File: src/rtl/simplez_pkg.sv
// Shared SIMPLEZ constants and types: word/address widths, arbiter state,
// master indices and the LED peripheral address.
package simplez_pkg;

  localparam int DATAW = 12;
  localparam int ADDRW = 9;

  typedef enum logic {
    ARB  = 1'b0,
    LOCK = 1'b1
  } arb_state_t;

  localparam logic M_CPU = 1'b0;
  localparam logic M_DBG = 1'b1;

  localparam logic [ADDRW-1:0] LED_ADDR = 9'o100;

endpackage

File: src/rtl/simplez_rr_pick.sv
// Two-way round-robin picker: on conflict the master that did not win last
// time is granted. Purely combinational; the caller owns the last register.
module simplez_rr_pick
  import simplez_pkg::*;
(
  input  logic [1:0] req,
  input  logic       last,
  output logic [1:0] gnt
);

  always_comb begin
    gnt = 2'b00;
    case (req)
      2'b01:   gnt = 2'b01;
      2'b10:   gnt = 2'b10;
      2'b11:   gnt = (last == M_DBG) ? 2'b01 : 2'b10;
      default: gnt = 2'b00;
    endcase
  end

endmodule

File: src/rtl/simplez_mem_arbiter.sv
// Shares the single-port SIMPLEZ memory between the CPU and a debug/loader
// master; the loader can lock the memory and freeze the CPU sequencer.
//
// state | meaning
// ARB   | round-robin between CPU and debug master
// LOCK  | debug master owns memory, CPU sequencer held
module simplez_mem_arbiter
  import simplez_pkg::*;
(
  input  logic             clk,
  input  logic             rstn,
  input  logic             c_req,
  input  logic             c_we,
  input  logic [ADDRW-1:0] c_addr,
  input  logic [DATAW-1:0] c_wdata,
  output logic             c_gnt,
  output logic             c_rvalid,
  input  logic             d_req,
  input  logic             d_we,
  input  logic [ADDRW-1:0] d_addr,
  input  logic [DATAW-1:0] d_wdata,
  input  logic             d_lock,
  output logic             d_gnt,
  output logic             d_rvalid,
  output logic [DATAW-1:0] rdata,
  output logic             cpu_hold,
  output logic [ADDRW-1:0] m_addr,
  output logic             m_we,
  output logic [DATAW-1:0] m_wdata,
  input  logic [DATAW-1:0] m_rdata
);

  arb_state_t state, state_nxt;
  logic       last;
  logic       c_pend, d_pend;
  logic [1:0] req_eff;
  logic [1:0] pick_gnt;

  // In LOCK the CPU request is masked so only the debug master can win.
  assign req_eff = {d_req, c_req & (state == ARB)};

  simplez_rr_pick u_pick (
    .req  (req_eff),
    .last (last),
    .gnt  (pick_gnt)
  );

  always_ff @(negedge clk) begin
    if (!rstn) begin
      state  <= ARB;
      last   <= M_DBG;
      c_pend <= 1'b0;
      d_pend <= 1'b0;
    end else begin
      state <= state_nxt;
      if (c_gnt)
        last <= M_CPU;
      else if (d_gnt)
        last <= M_DBG;
      c_pend <= c_gnt & ~c_we;
      d_pend <= d_gnt & ~d_we;
    end
  end

  always_comb begin
    state_nxt = state;
    c_gnt     = 1'b0;
    d_gnt     = 1'b0;
    m_addr    = c_addr;
    m_wdata   = c_wdata;
    m_we      = 1'b0;

    // Outputs are forced quiet during reset so nothing reaches memory.
    if (rstn) begin
      c_gnt = pick_gnt[0];
      d_gnt = pick_gnt[1];
    end

    if (d_gnt) begin
      m_addr  = d_addr;
      m_wdata = d_wdata;
      m_we    = d_we;
    end else if (c_gnt) begin
      m_we    = c_we;
    end

    case (state)
      ARB:     if (d_gnt && d_lock) state_nxt = LOCK;
      LOCK:    if (!d_lock)         state_nxt = ARB;
      default: state_nxt = ARB;
    endcase
  end

  assign c_rvalid = c_pend & rstn;
  assign d_rvalid = d_pend & rstn;
  assign cpu_hold = (state == LOCK) & rstn;
  assign rdata    = m_rdata;

endmodule

File: config.mk
export PLATFORM = sky130hd
export DESIGN_NAME = simplez_mem_arbiter
export DESIGN_NICKNAME = d
export VERILOG_FILES = /design/src/rtl/simplez_pkg.sv /design/src/rtl/simplez_rr_pick.sv /design/src/rtl/simplez_mem_arbiter.sv
export SDC_FILE = /design/constraint.sdc
export NUM_CORES = 1
export LEC_CHECK = 0
export ABC_AREA = 1
export CAP_MARGIN = 10
export CORE_ASPECT_RATIO = 1.1
export CORE_MARGIN = 4
export CORE_UTILIZATION = 24
export CTS_CLUSTER_SIZE = 8
export DETAILED_ROUTE_END_ITERATION = 12
export PLACE_DENSITY = 0.89
export SLEW_MARGIN = 20
export SYNTH_ARGS = -nofsm -noshare
export SYNTH_HDL_FRONTEND = slang
export SYNTH_SLANG_ARGS = --single-unit
File: constraint.sdc
create_clock -name clk -period 3.2 [get_ports clk]
set_clock_uncertainty 0.1 [all_clocks]
set_input_delay 0.64 -clock clk [delete_from_list [all_inputs] [get_ports clk]]
set_output_delay 0.64 -clock clk [all_outputs]
set_load 0.005 [all_outputs]
==> flow_summary.ini <==
[power_and_ir_drop]
leakagePower_nw = 0.854
net-switching-power_uw = 130
p_sw_frac = 0.345
p_int_uw = 246
p_clk_frac = 0.226
p_comb_frac = 0.627
power_frac_seq = 0.147
cellPowerDensity_nw_per_um2 = 229
p_total_uw = 376
vdd_drop_max_mv = 0.199

[die]
die_h_um = 61.3
num_io_pins = 100
rows = 19
coreArea_um2 = 2500
die_w_um = 56.5
die-area_um2 = 3460
start_util = 0.249

[drt]
drc = 0
vias = 1056
drtAntennaViolNets = 0
first_iter_violations = 40
via_per_inst = 4.57
routedWlPerCell_um = 13.3
routed_wirelength_mm = 3.06
dr.pass1.iters = 4

[outcome]
violations = negative setup slack
status = finished with violations

[synth]
synthCells = 113
synth.largest_area_cell = nand2_1
synth_top_area_frac = 0.290
ys_seq_elements = 4
syn_area_um2 = 621
synth_area_leaders = nand2_1 29%, nand3_1 19%, buf_4 17%, dfxtp_1 13%, inv_1 6.7%
syn_nets = 174
ys_seq_area_frac = 0.129
syn_area_per_cell_um2 = 5.49
ys.warnings.count = 0
ys_types = 15

[flow_run]
maxCapViolations = 0

[clock_network]
numCtsBuffers = 3
htreeDepth = 1
cts_buffer_depth = 2
cts_tree = yes
clkTransAtPathRegs_ns = 0.05
cts-root-buf = clkbuf_4
cts_num_sinks = 4
clock_latency_ns = 0.31

[worst_setup_path]
crit_buf_inv = 4
crit_required_ns = 2.46
slowest_stage = dfxtp_2
crit_chain = inv_2, nand3_4, buf_12, buf_6, nand2_8, nand2_2, nand2_1, buf_2
critical_path_arrival_ns = 2.97
worst-setup-path-type = reg2out
cp_top_family = buffers and inverters
cp-start-kind = register
end_kind = output port
slowest_delay_ns = 0.32
path_max_fanout = 6

[layout]
stdcell_area_um2 = 1640
area_growth_pct = 165
nNetsFinal = 263
layoutNonFillerInstCount = 231
diodes = 0
layout_common_cells = 45 x clkdlybuf4s50_1, 31 x nand2_1, 22 x buf_2, 16 x nand2_2, 16 x nand3_1
final_common_cell = clkdlybuf4s50_1
drive_gt1_frac = 0.455

[timing]
tightest_slew_ns = 0.271
rsz0062_at_grt = yes
worst_slack_ns = -0.509
timing.final.hold_violations = 0
slew_headroom = 0.819
finalMaxSlewViolations = 0
setup_viol = 25

[placed_design]
pre_cts_ws_ns = -0.521
portBuffers = 75
place_area_um2 = 1340
placed_cells = 208
gp_congestion = 0.770
hpwl_mm = 1.75

[global_routing]
gr-usage-all-layers = 0.163
grt_pass1_wl_mm = 4.35
grt_max_degree = 23
antenna_found_initial = 0
grt_overflow = 0
grt_pass1_vias = 994

[hold_path]
hold_class = reg2reg
-- power by group through the flow --
stage          combinational [mW]  sequential [mW]  clock (mW)
6_report                    0.236           0.0553      0.0849
5_1_grt                     0.255           0.0555      0.0973
4_1_cts                     0.221           0.0554      0.0886
3_5_place_dp                0.178           0.0550     0.00973
3_3_place_gp                0.177           0.0548     0.00973
2_1_floorplan              0.0675           0.0549     0.00973
-- worst reg2reg max path, delay by kind of cell, from the launching register on --
kind,cells,cell delay (ns)
simple gates,2,0.16
flops,1,0.33
buf+inv,4,0.46
compound gates,1,0.09
-- worst paths after layout --
check             start   endpoint  slack (ns)  cells past startpoint
setup / recovery  state  m_addr[5]       -0.51                      8
hold / removal     last       last        0.58                      4
setup reg to reg  state      state        1.99                      7
hold reg to reg    last       last        0.58                      4
-- state kept, by name, summed over array words and instances, names as in the netlist --
signal and count:
d_pend 1, c_pend 1, state 1, last 1
-- per-stage QoR --
| step | TNS (ns) | hold WS (ns) | util |
|---|---|---|---|
| 2_1_floorplan | 0 | 0.378 | - |
| 3_3_place_gp | -12.40 | 0.391 | 0.536 |
| 3_5_place_dp | -12.93 | 0.409 | 0.536 |
| 4_1_cts | -11.41 | 0.510 | 0.629 |
| 5_1_grt | -12.93 | 0.620 | 0.659 |
| 6_report | -11.00 | 0.582 | 0.659 |
-- kinds of logic (layout without fill, tap and decap cells) --
group                  after synthesis  in the layout  share of synthesized area
buffers and inverters               30            114                      0.296
AND/OR/NAND/NOR                     76             79                      0.532
flip-flops                           4              4                      0.129
AO/OA/AOI/OAI                        3              3                     0.0423
-- final cells by class --
cell class	instances	area, um2
Inverter	11	48.8
Timing Repair Buffer	96	908
Sequential cell	4	85.1
Clock inverter	4	15.0
Clock buffer	3	22.5
Fill cell	228	852
Multi-Input combinational cell	82	526
Tap cell	31	38.8
-- repair_timing --
item | 4_1_cts | 5_1_grt
gates resized for setup | 141 | 19
gates cloned | 4 | 2
pin swaps | 9 | 8
hold buffers | 0 | 0
endpoints found under the setup margin | 28 | 26
buffers inserted | 10 | 3
-- synth_stat cells --
master    number
nor2_1         2
inv_1         11
buf_2          2
nand3_1       23
a21oi_1        1
dfxtp_1        4
a21oi_4        1
nand2_4        1
clkinv_2       1
buf_6          2
buf_4         14
nor2_2         1
o21ai_0        1
nand3_2        1
nand2_1       48
-- metal layers --
layer | up-vias | part of all wire | wire length [um] | track usage
met5 | - | 0 | 0 | 0
met4 | 0 | 0.012 | 38 | 0.0678
met3 | 5 | 0.11 | 333 | 0.0608
met2 | 60 | 0.53 | 1630 | 0.300
met1 | 471 | 0.35 | 1060 | 0.169
li1 | 520 | - | - | -
No activity file was read; power rests on OpenSTA's default activity.
